--- config.mk ---
export PLATFORM = sky130hd
export DESIGN_NAME = esm_config_decoder
export DESIGN_NICKNAME = d
export VERILOG_FILES = /design/src/rtl/esm_pkg.sv /design/src/rtl/esm_config_decoder.sv
export SDC_FILE = /design/constraint.sdc
export NUM_CORES = 1
export LEC_CHECK = 0
export BUFFER_PORTS_ARGS = -buffer_cell sky130_fd_sc_hd__buf_2
export CORE_MARGIN = 5
export CORE_UTILIZATION = 30
export DETAILED_ROUTE_END_ITERATION = 16
export PLACE_DENSITY = 0.59
export SYNTH_ARGS = -nofsm -noshare
export SYNTH_HDL_FRONTEND = slang
export SYNTH_SLANG_ARGS = --single-unit
--- constraint.sdc ---
create_clock -name S_axis_clk -period 5.6 [get_ports S_axis_clk]
set_clock_uncertainty 0.1 [all_clocks]
set_input_delay 0.28 -clock S_axis_clk [delete_from_list [all_inputs] [get_ports S_axis_clk]]
set_output_delay 0.28 -clock S_axis_clk [all_outputs]
set_load 0.02 [all_outputs]
--- src/rtl/esm_pkg.sv ---
// Shared types and constants for the ESM receiver control path: config header layout,
// decoder state encoding and the control-message magic number.
package esm_pkg;

  localparam logic [31:0] esm_control_magic_num  = 32'hE5C0_C0DE;
  localparam int          esm_config_header_words = 4;
  localparam int          esm_config_num_modules  = 4;

  typedef struct packed {
    logic [7:0]  module_id;
    logic [7:0]  msg_type;
    logic [15:0] addr;
  } esm_config_header_t;

  typedef enum logic [2:0] {
    S_MAGIC   = 3'd0,
    S_SEQ     = 3'd1,
    S_HDR     = 3'd2,
    S_PAD     = 3'd3,
    S_PAYLOAD = 3'd4,
    S_DROP    = 3'd5
  } esm_config_state_t;

  function automatic esm_config_header_t esm_config_header_unpack(input logic [31:0] w);
    return esm_config_header_t'(w);
  endfunction

endpackage

--- src/rtl/esm_config_decoder.sv ---
// Decodes framed AXI-stream config messages and routes payload words to one destination module.
// All outputs registered (1 cycle from beat); input is never backpressured once out of reset.
module esm_config_decoder
  import esm_pkg::*;
#(
  parameter int          AXI_DATA_WIDTH    = 32,
  parameter int          NUM_MODULES       = esm_config_num_modules,
  parameter int          MAX_PAYLOAD_WORDS = 64,
  parameter logic [31:0] MAGIC_NUM         = esm_control_magic_num,
  parameter bit          ENABLE_SEQ_CHECK  = 1'b1,
  localparam int         IDX_W = (MAX_PAYLOAD_WORDS > 1) ? $clog2(MAX_PAYLOAD_WORDS) : 1
) (
  input  logic                      S_axis_clk,
  input  logic                      S_axis_resetn,
  input  logic                      S_axis_valid,
  output logic                      S_axis_ready,
  input  logic [AXI_DATA_WIDTH-1:0] S_axis_data,
  input  logic                      S_axis_last,
  output logic [NUM_MODULES-1:0]    Cfg_valid,
  output logic                      Cfg_first,
  output logic                      Cfg_last,
  output logic [AXI_DATA_WIDTH-1:0] Cfg_data,
  output logic [7:0]                Cfg_msg_type,
  output logic [15:0]               Cfg_addr,
  output logic [IDX_W-1:0]          Cfg_word_index,
  output logic                      Magic_error,
  output logic                      Seq_error,
  output logic                      Module_error,
  output logic                      Short_error,
  output logic                      Length_error,
  output logic [31:0]               Msg_count
);

  if (AXI_DATA_WIDTH != 32) begin : g_bad_width
    $error("esm_config_decoder: AXI_DATA_WIDTH must be 32");
  end

  // Payload counter needs one extra code so it can saturate at MAX_PAYLOAD_WORDS.
  localparam int             CNT_W    = $clog2(MAX_PAYLOAD_WORDS + 1);
  localparam logic [CNT_W-1:0] MAX_CNT  = CNT_W'(MAX_PAYLOAD_WORDS);
  localparam logic [CNT_W-1:0] LAST_IDX = CNT_W'(MAX_PAYLOAD_WORDS - 1);
  localparam logic [8:0]     NUM_MOD  = 9'(NUM_MODULES);

  esm_config_state_t     state_q, state_d;
  logic [CNT_W-1:0]      idx_q, idx_d;
  logic [7:0]            mod_q, mod_d;
  logic [7:0]            msg_type_q, msg_type_d;
  logic [15:0]           addr_q, addr_d;
  logic                  len_seen_q, len_seen_d;
  logic                  seq_seen_q, seq_seen_d;
  logic [31:0]           last_seq_q, last_seq_d;
  logic                  ready_q;
  logic [NUM_MODULES-1:0] valid_q, valid_d;
  logic                  first_q, first_d;
  logic                  clast_q, clast_d;
  logic [31:0]           data_q, data_d;
  logic [IDX_W-1:0]      widx_q, widx_d;
  logic                  magic_err_q, magic_err_d;
  logic                  seq_err_q, seq_err_d;
  logic                  mod_err_q, mod_err_d;
  logic                  short_err_q, short_err_d;
  logic                  len_err_q, len_err_d;
  logic [31:0]           count_q, count_d;

  logic               beat;
  esm_config_header_t hdr;
  logic               excess;

  assign beat   = S_axis_valid & ready_q;
  assign hdr    = esm_config_header_unpack(S_axis_data);
  assign excess = (idx_q >= MAX_CNT);

  always_comb begin
    state_d     = state_q;
    idx_d       = idx_q;
    mod_d       = mod_q;
    msg_type_d  = msg_type_q;
    addr_d      = addr_q;
    len_seen_d  = len_seen_q;
    seq_seen_d  = seq_seen_q;
    last_seq_d  = last_seq_q;
    valid_d     = '0;
    first_d     = 1'b0;
    clast_d     = 1'b0;
    data_d      = data_q;
    widx_d      = widx_q;
    magic_err_d = 1'b0;
    seq_err_d   = 1'b0;
    mod_err_d   = 1'b0;
    short_err_d = 1'b0;
    len_err_d   = 1'b0;
    count_d     = count_q;

    if (beat) begin
      unique case (state_q)
        S_MAGIC: begin
          if (S_axis_data == MAGIC_NUM) begin
            state_d = S_SEQ;
          end else begin
            magic_err_d = 1'b1;
            state_d     = S_axis_last ? S_MAGIC : S_DROP;
          end
        end
        S_SEQ: begin
          // Sequence tracking follows the received value even on a short frame.
          if (S_axis_last) begin
            short_err_d = 1'b1;
            state_d     = S_MAGIC;
          end else begin
            seq_err_d = ENABLE_SEQ_CHECK && seq_seen_q && (S_axis_data != last_seq_q + 32'd1);
            state_d   = S_HDR;
          end
          last_seq_d = S_axis_data;
          seq_seen_d = 1'b1;
        end
        S_HDR: begin
          mod_d      = hdr.module_id;
          msg_type_d = hdr.msg_type;
          addr_d     = hdr.addr;
          if (S_axis_last) begin
            short_err_d = 1'b1;
            state_d     = S_MAGIC;
          end else if ({1'b0, hdr.module_id} >= NUM_MOD) begin
            mod_err_d = 1'b1;
            state_d   = S_DROP;
          end else begin
            state_d = S_PAD;
          end
        end
        S_PAD: begin
          if (S_axis_last) begin
            short_err_d = 1'b1;
            state_d     = S_MAGIC;
          end else begin
            idx_d      = '0;
            len_seen_d = 1'b0;
            state_d    = S_PAYLOAD;
          end
        end
        S_PAYLOAD: begin
          if (!excess) begin
            valid_d = NUM_MODULES'(1) << mod_q;
            first_d = (idx_q == '0);
            clast_d = S_axis_last | (idx_q == LAST_IDX);
            data_d  = S_axis_data;
            widx_d  = idx_q[IDX_W-1:0];
            idx_d   = idx_q + 1'b1;
          end else if (!len_seen_q) begin
            len_err_d  = 1'b1;
            len_seen_d = 1'b1;
          end
          if (S_axis_last) begin
            state_d = S_MAGIC;
            if (!len_seen_q && !excess) count_d = count_q + 32'd1;
          end
        end
        S_DROP: begin
          if (S_axis_last) state_d = S_MAGIC;
        end
        default: state_d = S_MAGIC;
      endcase
    end
  end

  always_ff @(posedge S_axis_clk or negedge S_axis_resetn) begin
    if (!S_axis_resetn) begin
      state_q     <= S_MAGIC;
      idx_q       <= '0;
      mod_q       <= '0;
      msg_type_q  <= '0;
      addr_q      <= '0;
      len_seen_q  <= 1'b0;
      seq_seen_q  <= 1'b0;
      last_seq_q  <= '0;
      ready_q     <= 1'b0;
      valid_q     <= '0;
      first_q     <= 1'b0;
      clast_q     <= 1'b0;
      data_q      <= '0;
      widx_q      <= '0;
      magic_err_q <= 1'b0;
      seq_err_q   <= 1'b0;
      mod_err_q   <= 1'b0;
      short_err_q <= 1'b0;
      len_err_q   <= 1'b0;
      count_q     <= '0;
    end else begin
      state_q     <= state_d;
      idx_q       <= idx_d;
      mod_q       <= mod_d;
      msg_type_q  <= msg_type_d;
      addr_q      <= addr_d;
      len_seen_q  <= len_seen_d;
      seq_seen_q  <= seq_seen_d;
      last_seq_q  <= last_seq_d;
      ready_q     <= 1'b1;
      valid_q     <= valid_d;
      first_q     <= first_d;
      clast_q     <= clast_d;
      data_q      <= data_d;
      widx_q      <= widx_d;
      magic_err_q <= magic_err_d;
      seq_err_q   <= seq_err_d;
      mod_err_q   <= mod_err_d;
      short_err_q <= short_err_d;
      len_err_q   <= len_err_d;
      count_q     <= count_d;
    end
  end

  assign S_axis_ready   = ready_q;
  assign Cfg_valid      = valid_q;
  assign Cfg_first      = first_q;
  assign Cfg_last       = clast_q;
  assign Cfg_data       = data_q;
  assign Cfg_msg_type   = msg_type_q;
  assign Cfg_addr       = addr_q;
  assign Cfg_word_index = widx_q;
  assign Magic_error    = magic_err_q;
  assign Seq_error      = seq_err_q;
  assign Module_error   = mod_err_q;
  assign Short_error    = short_err_q;
  assign Length_error   = len_err_q;
  assign Msg_count      = count_q;

endmodule

Yosys cells after proc, flatten, opt, wreduce, memory -nomap -nowiden
Cells that the tools add are included.
{"block": "word_totals", "output_inout_bits": 106, "regBits": 158}
{"block": "op_classes", "bitwise": 3, "shifts": 1, "order_cmp": 2, "reduce_logical": 16, "n_addsub": 3, "n_mux": 40, "eq_ne": 12}
{"op": "32-bit by 1-bit adder with 32-bit output (second input constant)", "count": 2}
{"op": "32-bit equality test (second input constant)", "count": 1}
{"op": "32-bit inequality test", "count": 1}
{"op": "1-bit two-way mux", "count": 25}
{"op": "3-bit two-way mux", "count": 6}
{"op": "3-bit one-hot mux with 5 select lines", "count": 1}
{"op": "7-bit two-way mux", "count": 2}
{"op": "7-bit one-hot mux with 2 select lines", "count": 1}
{"op": "4-bit two-way mux", "count": 3}
{"op": "4-bit AND reduction", "count": 3}
{"op": "8-bit by 3-bit greater-or-equal comparator with 1-bit output (second input constant)", "count": 1}
{"op": "1-bit by 8-bit << shifter with 4-bit output (first input constant)", "count": 1}
{"op": "7-bit by 1-bit adder with 7-bit output (second input constant)", "count": 1}
{"op": "7-bit by 6-bit equality test with 1-bit output (second input constant)", "count": 1}
{"op": "7-bit greater-or-equal comparator (second input constant)", "count": 1}
{"op": "7-bit logical NOT", "count": 1}
{"op": "3-bit by 2-bit equality test with 1-bit output (second input constant)", "count": 2}
{"op": "3-bit equality test (second input constant)", "count": 2}
{"op": "2-bit inequality test (second input constant)", "count": 3}
{"op": "2-bit AND reduction", "count": 3}
{"op": "3-bit by 1-bit equality test with 1-bit output (second input constant)", "count": 1}
{"op": "3-bit logical NOT", "count": 1}
{"op": "3-bit AND reduction", "count": 1}
{"op": "3-bit OR reduction", "count": 1}
{"op": "10 further kinds", "count": 12}

Logic depth before layout (Yosys ltp)
Gate-level depths: netlist (run 1).
{"block": "logic_depth", "depth_word": 6, "ltp_mapped": 10}

Worst setup path after synthesis (run 1)
No wires, ideal clock.
{"block": "synth_path", "kind": "register -> register", "from": "reg state_q[0]", "to": "reg count_q[27] (netlist: Msg_count[27])", "stages_incl_launch_ff": 10, "t_arrival_ps": 2199, "n_path_buf": 1, "setup_slack_ps": 3172, "setup_time_ps": 129, "path_cell_list": "dfrtp_1 > or3b_1 > buf_6 > nor4_4 > nand4_2 > nor2_4 > nand2_4 > nor2_4 > nand3_1 > xnor2_1"}
{"block": "synth_via", "elab_chain_len": 2}
{"item": "from (decl)", "line": "esm_config_decoder.sv:44", "text": "esm_config_state_t state_q, state_d;"}
{"item": "from (signal assigned)", "line": "esm_config_decoder.sv:188", "text": "state_q <= state_d;"}
{"item": "3-bit equality test", "line": "esm_config_decoder.sv:95", "text": "unique case (state_q)"}
{"item": "4-bit AND reduction (no line)"}
{"item": "to (signal assigned)", "line": "esm_config_decoder.sv:207", "text": "count_q <= count_d;"}
{"item": "to (decl)", "line": "esm_config_decoder.sv:63", "text": "logic [31:0] count_q, count_d;"}
Every way passes these cells.
A chain may end at the register's enable or synchronous reset.

Worst setup path in the final report (run 1)
{"block": "layout_path", "from": "reg state_q[2]", "to": "reg idx_q[5]"}
{"block": "layout_via", "elab_chain_len": 3}
{"item": "3-bit equality test or 3-bit by 2-bit equality test with 1-bit output (tied branches)", "line": "esm_config_decoder.sv:95"}
{"item": "2-bit inequality test (no line) or 2-bit nonzero test (tied branches)"}
{"item": "4-bit AND reduction (no line)"}
{"item": "to (signal assigned)", "line": "esm_config_decoder.sv:189", "text": "idx_q <= idx_d;"}
{"item": "to (decl)", "line": "esm_config_decoder.sv:45", "text": "logic [CNT_W-1:0] idx_q, idx_d;"}
Parallel ways exist; a longest one is shown, timed or not.

==> reports/qor.txt, run 1 <==
Total clock buffers created by CTS - 17
Total via count after detailed routing - 5719
Aggregate negative setup slack - 0 ns
Post-Route WL - 19100 um
Layout area overhead - 23.2%
Synthesis-stage register bit count - 158
Most area-consuming cells after synthesis - sky130_fd_sc_hd__dfrtp_1 53%, sky130_fd_sc_hd__mux2_2 9.3%, sky130_fd_sc_hd__nand2_1 7.5%
Top Layer Used - met4
Initial cell density of the core - 30.7%
Post-route antenna net violation count - 0
Most repeated cell in the gate-level netlist after synthesis - sky130_fd_sc_hd__dfrtp_1
Worst-path fanout max - 27
Setup repair after global routing missed its margin - false
Area of the core - 24500 um^2
Die width - 168 um
Die height - 168 um
Buffers and inverters on the worst path - 1
Worst path slowest cell - sky130_fd_sc_hd__nor3_2
Clock tree from TritonCTS - yes
First-pass GRT wire length - 31500 um
Post-detailed-placement half-perimeter wirelength - 13700 um
Seq/Total Area, Yosys - 52.7%
VDD IR-drop max - 226 uV
Status - finished, final reports clean
Number of unique standard cell types used by synthesis - 62
Max-capacitance violation count - 0
Worst-Skew Late Latency - 0.43 ns
Antenna diodes - 0
Fraction of registers with async set or reset after synthesis - 100%
Routed wire length on met3 - 976 um
Port bufs - 141
Initial detailed-routing violation count - 331
Max-slew headroom at the worst pin - 34.7%
Met2 layer wire length in the routed design - 8770 um
Number of nets in the layout - 895
Cell leakage power - 4.36 nW
Rows - 57
Least-Margin Pin Slew - 0.975 ns
Largest net degree at the start of global routing - 104
Critical Path, Cell by Cell - or3b_1, nor3_2, buf_4, nand4_1, o21ai_0
CTS Root Buffer Type - sky130_fd_sc_hd__clkbuf_16
Yosys top cell area share - 52.7%
Gate family responsible for the most delay along the worst path - simple AND/OR/NAND/NOR gates
PostCTS Resize Cnt - 0
Crit path time final - 2.86 ns
Warnings, synthesis - 0
Post-synthesis net count - 752
Highest cell delay on the worst timing path - 0.85 ns
Crit path required time - 5.85 ns
Final standard cell utilization of the core - 37.8%
Routability Congestion - 0.875
Power density cells - 486 nW/um^2
Critical path start-end classification - reg2reg
Count of flip-flops with a built-in enable after synthesis - 0
Number of buffers between clock root and the deepest sink - 2
Number of antenna violations at the first check in global routing - 0
Most used standard cells in the synthesized netlist - 158 x sky130_fd_sc_hd__dfrtp_1, 149 x sky130_fd_sc_hd__nand2_1, 62 x sky130_fd_sc_hd__mux2_2, 43 x sky130_fd_sc_hd__xnor2_1, 34 x sky130_fd_sc_hd__nor2_1
Sinks on Clock Net - 158
Tcrit/Tclk final - 51.1%
Hold violation total from the final report - 0
Mean cell area of the mapped netlist - 10.5 um^2
Overflow left after global routing - 0
Worst hold slack - 0.0216 ns
CP Data Arrival Time - 3.11 ns
Post-detailed-route DRC marker count - 0
Number of global-route vias before repair - 5608
Final setup violation count - 0
Synth area leader - sky130_fd_sc_hd__dfrtp_1
IO Pins - 142
Class of the most critical hold timing path - in2reg
Post-synthesis cell area - 7500 um^2
M1 WL - 9210 um
Worst Setup End Kind - flop
Die Area - 28300 um^2
Synthesized instance count - 712
Share of final-layout standard cells stronger than drive strength 1 - 29.6%
Htree depth - 4
Global routing usage summed across all routing layers - 13.8%
Slew Limit Fails - 0
Predominant post-synthesis flop cell - sky130_fd_sc_hd__dfrtp_1
Pre-Repair DR Iteration Count - 5
WL/cell - 16.0 um
Critical Path Start Type - flop
Clock-pin slew of the registers on the worst-case setup and hold paths - 0.07 ns
Maximum clock frequency - 349 MHz
Per-cell via count in the routed design - 4.80
path summary, 6_finish.rpt:
kind                                     start            to  slack, ns  cells past startpoint
worst max-delay path                state_q[2]      idx_q[5]       2.74                      5
min in group asynchronous        S_axis_resetn  Msg_count[5]       0.45                      2
max in group asynchronous        S_axis_resetn  Cfg_addr[13]       3.65                      3
worst min register to register    Cfg_data[28]  Cfg_data[28]       0.37                      2
worst max register to register      state_q[2]      idx_q[5]       2.74                      5
worst min-delay path            S_axis_data[4]   Cfg_data[4]       0.02                      3
logic make-up (layout without fill, tap and decap cells):
group / Yosys count / after routing / share of synthesized area, %
xor+xnor: 74 / 74 / 8.64
other cells: 1 / 1 / 0.0500
compound gates: 60 / 60 / 5.22
flops: 158 / 158 / 52.7
simple gates: 316 / 316 / 21.2
mux: 64 / 64 / 9.57
buf+inv: 35 / 191 / 1.97
fa+ha+maj: 4 / 4 / 0.667
area by class of cell:
type	count	area [um^2]
fillers	2468	15200
flip-flops and latches	158	3950
multi-input cells	519	3410
repair buffers	150	795
clock buffers	19	443
well taps	324	405
clock inverters	13	203
inverters	9	33.8
per-stage QoR:
step | area, um^2 | total power [W] | cells | worst slack (ns)
finish | 9240 | 0.00450 | 1192 | 2.74
global route | 9240 | 0.00480 | 1192 | 2.46
CTS | 9240 | 0.00456 | 1192 | 2.67
detailed placement | 8540 | 0.00326 | 1154 | 2.68
global placement | 8540 | 0.00323 | 1154 | 2.73
floorplan | 7500 | 0.00279 | 712 | 3.17
tightest hold or removal path: stages:
cell and delay (ns):
sky130_fd_sc_hd__buf_2 0.13, sky130_fd_sc_hd__nand2_1 0.06, sky130_fd_sc_hd__nand2_1 0.04
flip-flops by register name (all words and copies together) (netlist names), 3 cells and up:
signal	flops
state_q	3
Cfg_word_index	6
mod_q	8
last_seq_q	32
Msg_count	32
idx_q	7
Cfg_data	32
Cfg_valid	4
Cfg_addr	16
Cfg_msg_type	8
repair_timing:
item | CTS | global route
buffers inserted | 0 | 0
hold buffers | 6 | 0
hold endpoints to repair | 107 | 0
placed cells by master, fill, tap and decap left out, types with 17 or more instances in the layout:
master,n
sky130_fd_sc_hd__buf_2,140
sky130_fd_sc_hd__clkbuf_16,17
sky130_fd_sc_hd__dfrtp_1,158
sky130_fd_sc_hd__mux2_2,62
sky130_fd_sc_hd__nand2_1,149
sky130_fd_sc_hd__nand3_1,24
sky130_fd_sc_hd__nand4_1,26
sky130_fd_sc_hd__nor2_1,34
sky130_fd_sc_hd__o21ai_0,23
sky130_fd_sc_hd__xnor2_1,43
sky130_fd_sc_hd__xor2_1,31
power by group:
group          switching, W  internal, W
Sequential         0.000335      0.00151
Clock              0.000494     0.000771
Combinational      0.000802     0.000584
layer usage:
| layer | vias to the layer above | track usage (%) |
|---|---|---|
| met1 | 2760 | 19.4 |
| met5 | - | 0 |
| met2 | 166 | 21.8 |
| li1 | 2780 | - |
| met3 | 13 | 3.31 |
| met4 | 0 | 3.11 |
(Power assumes the default switching activity.)
==> inputs of run 2 (changes only) <==
- clock period: 5.6 -> 2.8 ns (I/O delays scaled with it)
==> reports/qor.txt, run 2 (synthesized netlist as in run 1, its figures left out) <==
Global routing usage summed across all routing layers - 14.0% (+0.16 points)
Total via count after detailed routing - 5927 (+3.6%)
Class of the most critical hold timing path - in2reg
Antenna diodes - 0 (unchanged)
Per-cell via count in the routed design - 4.81 (+0.27%)
Clock-pin slew of the registers on the worst-case setup and hold paths - 0.07 ns (about the same)
Total clock buffers created by CTS - 17 (unchanged)
Initial detailed-routing violation count - 350 (+5.7%)
Number of antenna violations at the first check in global routing - 0 (unchanged)
Share of final-layout standard cells stronger than drive strength 1 - 29.7% (+0.13 points)
Die Area - 28300 um^2 (unchanged)
First-pass GRT wire length - 32100 um (+1.8%)
Multi-input logic area - 3410 um^2 (about the same)
Final standard cell area without fillers - 9590 um^2 (+3.7%)
Crit path time final - 2.59 ns (-0.275 ns)
Worst Setup End Kind - flop
Layout area overhead - 27.9%
Number of nets in the layout - 935 (+4.5%)
Setup repair after global routing missed its margin - false
Critical Path Start Type - flop
Initial cell density of the core - 30.7% (unchanged)
Fill count - 2407 (-2.5%)
Critical path start-end classification - reg2reg
Overflow left after global routing - 0 (unchanged)
Cell leakage power - 4.51 nW (+3.4%)
Sinks on Clock Net - 158 (unchanged)
Top library cells by usage in the layout, fill and taps aside - 158 x sky130_fd_sc_hd__dfrtp_1, 149 x sky130_fd_sc_hd__nand2_1, 140 x sky130_fd_sc_hd__buf_2
Htree depth - 4 (unchanged)
Final setup violation count - 0 (unchanged)
Post-route antenna net violation count - 0 (unchanged)
Post-detailed-placement cell area - 8650 um^2 (+1.3%)
Port bufs - 141 (unchanged)
Final standard cell utilization of the core - 39.2% (+1.4 points)
Die width - 168 um (unchanged)
Hold violation total from the final report - 0 (unchanged)
Aggregate negative setup slack - 0 ns (unchanged)
CP Data Arrival Time - 2.81 ns (-0.30 ns)
Slew Limit Fails - 0 (unchanged)
Area of the core - 24500 um^2 (unchanged)
Max-capacitance violation count - 0 (unchanged)
Most common library cell in the layout ignoring fill and taps - sky130_fd_sc_hd__dfrtp_1
Status - finished, final reports clean
Maximum clock frequency - 386 MHz (+11%)
Total area of sequential cells - 3950 um^2 (unchanged)
Rows - 57 (unchanged)
Post-detailed-placement half-perimeter wirelength - 14100 um (+2.7%)
IO Pins - 142 (unchanged)
Clock tree from TritonCTS - yes
Crit path required time - 3.02 ns (-2.83 ns)
Power density cells - 927 nW/um^2 (+91%)
Post-Route WL - 19600 um (+2.3%)
Post-detailed-route DRC marker count - 0 (unchanged)
Pre-Repair DR Iteration Count - 5 (unchanged)
Routability Congestion - 0.877 (+0.27%)
Number of buffers between clock root and the deepest sink - 2 (unchanged)
Worst-path fanout max - 7 (-74%)
Design Power - 0.00889 W (+98%)
Die height - 168 um (unchanged)
WL/cell - 15.9 um (-1.0%)
CTS Root Buffer Type - sky130_fd_sc_hd__clkbuf_16
Max-slew headroom at the worst pin - 55.6% (+21 points)
Number of global-route vias before repair - 5874 (+4.7%)
Worst-Skew Late Latency - 0.42 ns (about the same)
Largest net degree at the start of global routing - 69 (-34%)
Least-Margin Pin Slew - 0.666 ns (-0.308 ns)
VDD IR-drop max - 399 uV (+77%)
Tcrit/Tclk final - 92.4% (+41 points)
run 2: cell types whose count changed in the layout (fill, tap and decap cells not counted):
cell,delta
sky130_fd_sc_hd__clkbuf_8,+1
sky130_fd_sc_hd__nor2_2,+1
sky130_fd_sc_hd__nor2_1,-1
sky130_fd_sc_hd__buf_12,+2
sky130_fd_sc_hd__clkinvlp_4,+3
sky130_fd_sc_hd__inv_6,-3
sky130_fd_sc_hd__bufinv_16,-2
sky130_fd_sc_hd__buf_4,+10
sky130_fd_sc_hd__inv_8,-1
sky130_fd_sc_hd__clkinv_2,+2
sky130_fd_sc_hd__dlygate4sd3_1,+28
run 2: power by group:
group          switching (W)  internal (W)
Combinational        0.00161       0.00123
Clock               0.000984       0.00137
Sequential          0.000680       0.00302
run 2: repair_timing:
action,CTS,global route
resized for setup,0,1
hold buffers,34,0
hold endpoints to repair,159,0
setup buffers,0,0
endpoints found under the setup margin,0,1
run 2: path summary, 6_finish.rpt:
check                              startpoint       endpoint  slack, ns  cells past startpoint
worst max register to register  last_seq_q[3]      Seq_error       0.21                      8
worst min register to register     seq_seen_q     seq_seen_q       0.36                      1
worst min-delay path             S_axis_valid     state_q[0]       0.06                      4
worst max-delay path            last_seq_q[3]      Seq_error       0.21                      8
max in group asynchronous       S_axis_resetn  Msg_count[23]       1.62                      3
min in group asynchronous       S_axis_resetn   Msg_count[5]       0.19                      2
run 2: layer usage:
layer	vias up	GRT usage [%]	wire length, um
met1	2882	19.8	9400
met2	177	21.7	8910
met4	0	3.46	155
met5	-	0	0
met3	15	3.40	1120
li1	2853	-	-
run 2: layout make-up:
class | instances | share of cell area, %
Tap cell | 324 | 4.23
Sequential cell | 158 | 41.2
Clock buffer | 20 | 4.76
Timing Repair Buffer | 190 | 12.4
Multi-Input combinational cell | 519 | 35.6
Clock inverter | 12 | 1.44
Inverter | 9 | 0.352
run 2: per-stage QoR:
step,std cells,setup slack (ns),hold WS [ns]
finish,1232,0.212,0.0558
global route,1232,0.0145,0.0883
floorplan,712,0.372,-0.256
global placement,1166,0.244,0.0989
detailed placement,1166,0.211,0.0976
CTS,1232,0.202,0.0485
run 2: critical path, cell delays in order, from the launching register on:
cell	delay (ns)
sky130_fd_sc_hd__dfrtp_1	0.44
sky130_fd_sc_hd__and3_1	0.28
sky130_fd_sc_hd__nand4_1	0.15
sky130_fd_sc_hd__or4b_1	0.52
sky130_fd_sc_hd__a22oi_1	0.23
sky130_fd_sc_hd__nand4_1	0.13
sky130_fd_sc_hd__nor4_1	0.31
sky130_fd_sc_hd__nand4_1	0.13
sky130_fd_sc_hd__and4_1	0.21
==> inputs of run 3 (changes only) <==
- SETUP_SLACK_MARGIN: unset -> 0.5
==> reports/qor.txt, run 3 (synthesized netlist as in run 1, its figures left out) <==
Global routing usage summed across all routing layers - 14.6% (+0.58 points)
Cell leakage power - 4.71 nW (+4.5%)
Most common cell on crit path - sky130_fd_sc_hd__nand4_1
Number of global-route vias before repair - 6202 (+5.6%)
CP Data Arrival Time - 2.61 ns (-0.20 ns)
Per-cell via count in the routed design - 4.83 (+0.42%)
Worst-Skew Late Latency - 0.43 ns (about the same)
Number of buffers between clock root and the deepest sink - 2 (unchanged)
Gate family responsible for the most delay along the worst path - simple AND/OR/NAND/NOR gates
CTS Root Buffer Type - sky130_fd_sc_hd__clkbuf_16
Antenna diodes - 0 (unchanged)
Number of antenna violations at the first check in global routing - 0 (unchanged)
Power density cells - 923 nW/um^2 (-0.44%)
Max-capacitance violation count - 0 (unchanged)
Most common library cell in the layout ignoring fill and taps - sky130_fd_sc_hd__dfrtp_1
Critical path start-end classification - reg2reg
Multi-input logic area - 3590 um^2 (+5.2%)
Layout area overhead - 33.7%
Share of final-layout standard cells stronger than drive strength 1 - 35.9% (+6.1 points)
Fill count - 2382 (-1.0%)
Clock tree from TritonCTS - yes
Crit path time final - 2.39 ns (-0.196 ns)
Aggregate negative setup slack - 0 ns (unchanged)
Post-route antenna net violation count - 0 (unchanged)
Die Area - 28300 um^2 (unchanged)
Slew Limit Fails - 0 (unchanged)
Area of the core - 24500 um^2 (unchanged)
WL/cell - 16.3 um (+2.6%)
Die width - 168 um (unchanged)
Worst slack after detailed placement - 0.260 ns (+0.0490 ns)
Combinational share of power - 36.1% (+4.2 points)
Port bufs - 141 (unchanged)
Critical Path Start Type - flop
Hold violation total from the final report - 0 (unchanged)
Startpoint of the worst-slack reg-to-reg timing path - last_seq_q[8]
Worst hold slack - 0.0834 ns (+0.0276 ns)
Max-slew headroom at the worst pin - 59.9% (+4.4 points)
Overflow left after global routing - 0 (unchanged)
Net switching power - 0.00346 W (+5.8%)
Clock network fraction of design power - 24.7% (-1.7 points)
Worst setup path startpoint - last_seq_q[8]
Routability Congestion - 0.888 (+1.2%)
IO Pins - 142 (unchanged)
Class of the most critical hold timing path - in2reg
Beginning of the worst hold path - S_axis_valid
Share of power burned in registers - 39.2% (-2.5 points)
Switching portion of total power - 37.4% (+0.61 points)
Total area of sequential cells - 3960 um^2 (+0.19%)
First-pass GRT wire length - 33200 um (+3.6%)
Buffers and inverters on the worst path - 0 (unchanged)
Sinks on Clock Net - 158 (unchanged)
Worst path slowest cell - sky130_fd_sc_hd__or4b_4
Worst-path fanout max - 6 (-1)
Total via count after detailed routing - 6116 (+3.2%)
Maximum clock frequency - 418 MHz (+8.2%)
VDD IR-drop max - 441 uV (+11%)
Clock-pin slew of the registers on the worst-case setup and hold paths - 0.07 ns (about the same)
Critical Path, Cell by Cell - and3_4, nand4_1, or4b_4, a22oi_2, nand4_1, nor4_2, nand4_1, and4_1
Initial detailed-routing violation count - 419 (+20%)
Worst Setup End Kind - flop
Number of nets in the layout - 969 (+3.6%)
Tcrit/Tclk final - 85.4% (-7.0 points)
Initial cell density of the core - 30.7% (unchanged)
Setup repair after global routing missed its margin - true
Post-detailed-route DRC marker count - 0 (unchanged)
Post-route setup slack - 0.408 ns (+0.196 ns)
Top library cells by usage in the layout, fill and taps aside - 152 x sky130_fd_sc_hd__dfrtp_1, 146 x sky130_fd_sc_hd__nand2_1, 140 x sky130_fd_sc_hd__buf_2
Post-Route WL - 20600 um (+5.5%)
Post-detailed-placement half-perimeter wirelength - 14200 um (+0.83%)
Final setup violation count - 0 (unchanged)
Final standard cell utilization of the core - 41.0% (+1.8 points)
Total clock buffers created by CTS - 17 (unchanged)
Largest net degree at the start of global routing - 65 (-5.8%)
Internal power component - 0.00579 W (+3.1%)
Status - finished, final reports clean
Die height - 168 um (unchanged)
Rows - 57 (unchanged)
Htree depth - 4 (unchanged)
Highest cell delay on the worst timing path - 0.55 ns (+0.03 ns)
Pre-Repair DR Iteration Count - 4 (-1)
Least-Margin Pin Slew - 0.601 ns (-0.0656 ns)
Crit path required time - 3.02 ns (about the same)
## run 3: changes by cell type in the layout (fill, tap and decap cells not counted), moves of 3 or more
cell and change:
sky130_fd_sc_hd__and3_1 -4, sky130_fd_sc_hd__and3_4 +4, sky130_fd_sc_hd__buf_4 +32, sky130_fd_sc_hd__dfrtp_1 -6, sky130_fd_sc_hd__dfrtp_2 +6, sky130_fd_sc_hd__inv_6 +3
sky130_fd_sc_hd__nand2_1 -3, sky130_fd_sc_hd__nor2_1 -3, sky130_fd_sc_hd__nor4_1 -5, sky130_fd_sc_hd__nor4_2 +3
## run 3: power groups by stage
stage,clock network (W),registers [W],logic (W)
2_1_floorplan,0,0.00407,0.00156
6_report,0.00228,0.00363,0.00334
3_5_place_dp,0,0.00369,0.00296
4_1_cts,0.00237,0.00364,0.00318
3_3_place_gp,0,0.00366,0.00293
5_1_grt,0.00245,0.00376,0.00366
## run 3: timing repair
item,CTS,global route
hold buffers,34,0
buffers inserted,17,13
endpoints found under the hold margin,159,0
resized for setup,17,18
gates cloned,0,0
setup endpoints to repair,42,56
pin swaps,16,13
## run 3: path summary, 6_finish.rpt
check,slack (ns),end,depth (start not counted)
min in group asynchronous,0.16,Msg_count[7],2
max in group asynchronous,1.65,Cfg_addr[3],3
hold reg to reg,0.37,Length_error,1
setup / recovery,0.41,Seq_error,8
hold / removal,0.08,state_q[0],4
setup reg to reg,0.41,Seq_error,8
## run 3: cell type report
| type | count | area share, % |
|---|---|---|
| inverter | 9 | 0.337 |
| multi-input combinational | 519 | 35.8 |
| tap | 324 | 4.04 |
| sequential | 158 | 39.5 |
| clock buffer | 19 | 4.42 |
| clock inverter | 13 | 1.31 |
| timing repair buffer | 224 | 14.6 |
## run 3: worst min-delay path, stage by stage
cell                      delay [ns]
sky130_fd_sc_hd__buf_2          0.11
sky130_fd_sc_hd__nand2_1        0.08
sky130_fd_sc_hd__or3_1          0.13
sky130_fd_sc_hd__o21ai_0        0.10
## run 3: metrics by stage
stage | std cells | cell area, um^2 | power [W]
6_report | 1266 | 10000 | 0.00926
5_1_grt | 1266 | 10000 | 0.00987
4_1_cts | 1253 | 9840 | 0.00919
3_5_place_dp | 1170 | 8740 | 0.00666
3_3_place_gp | 1170 | 8740 | 0.00659
2_1_floorplan | 712 | 7540 | 0.00562
## run 3: routing by layer
metal	GRT usage, %	up-vias	wire length [um]
li1	-	2914	-
met1	19.9	2990	9480
met2	23.2	183	9680
met3	3.66	29	1140
met4	3.74	0	343
met5	0	-	0
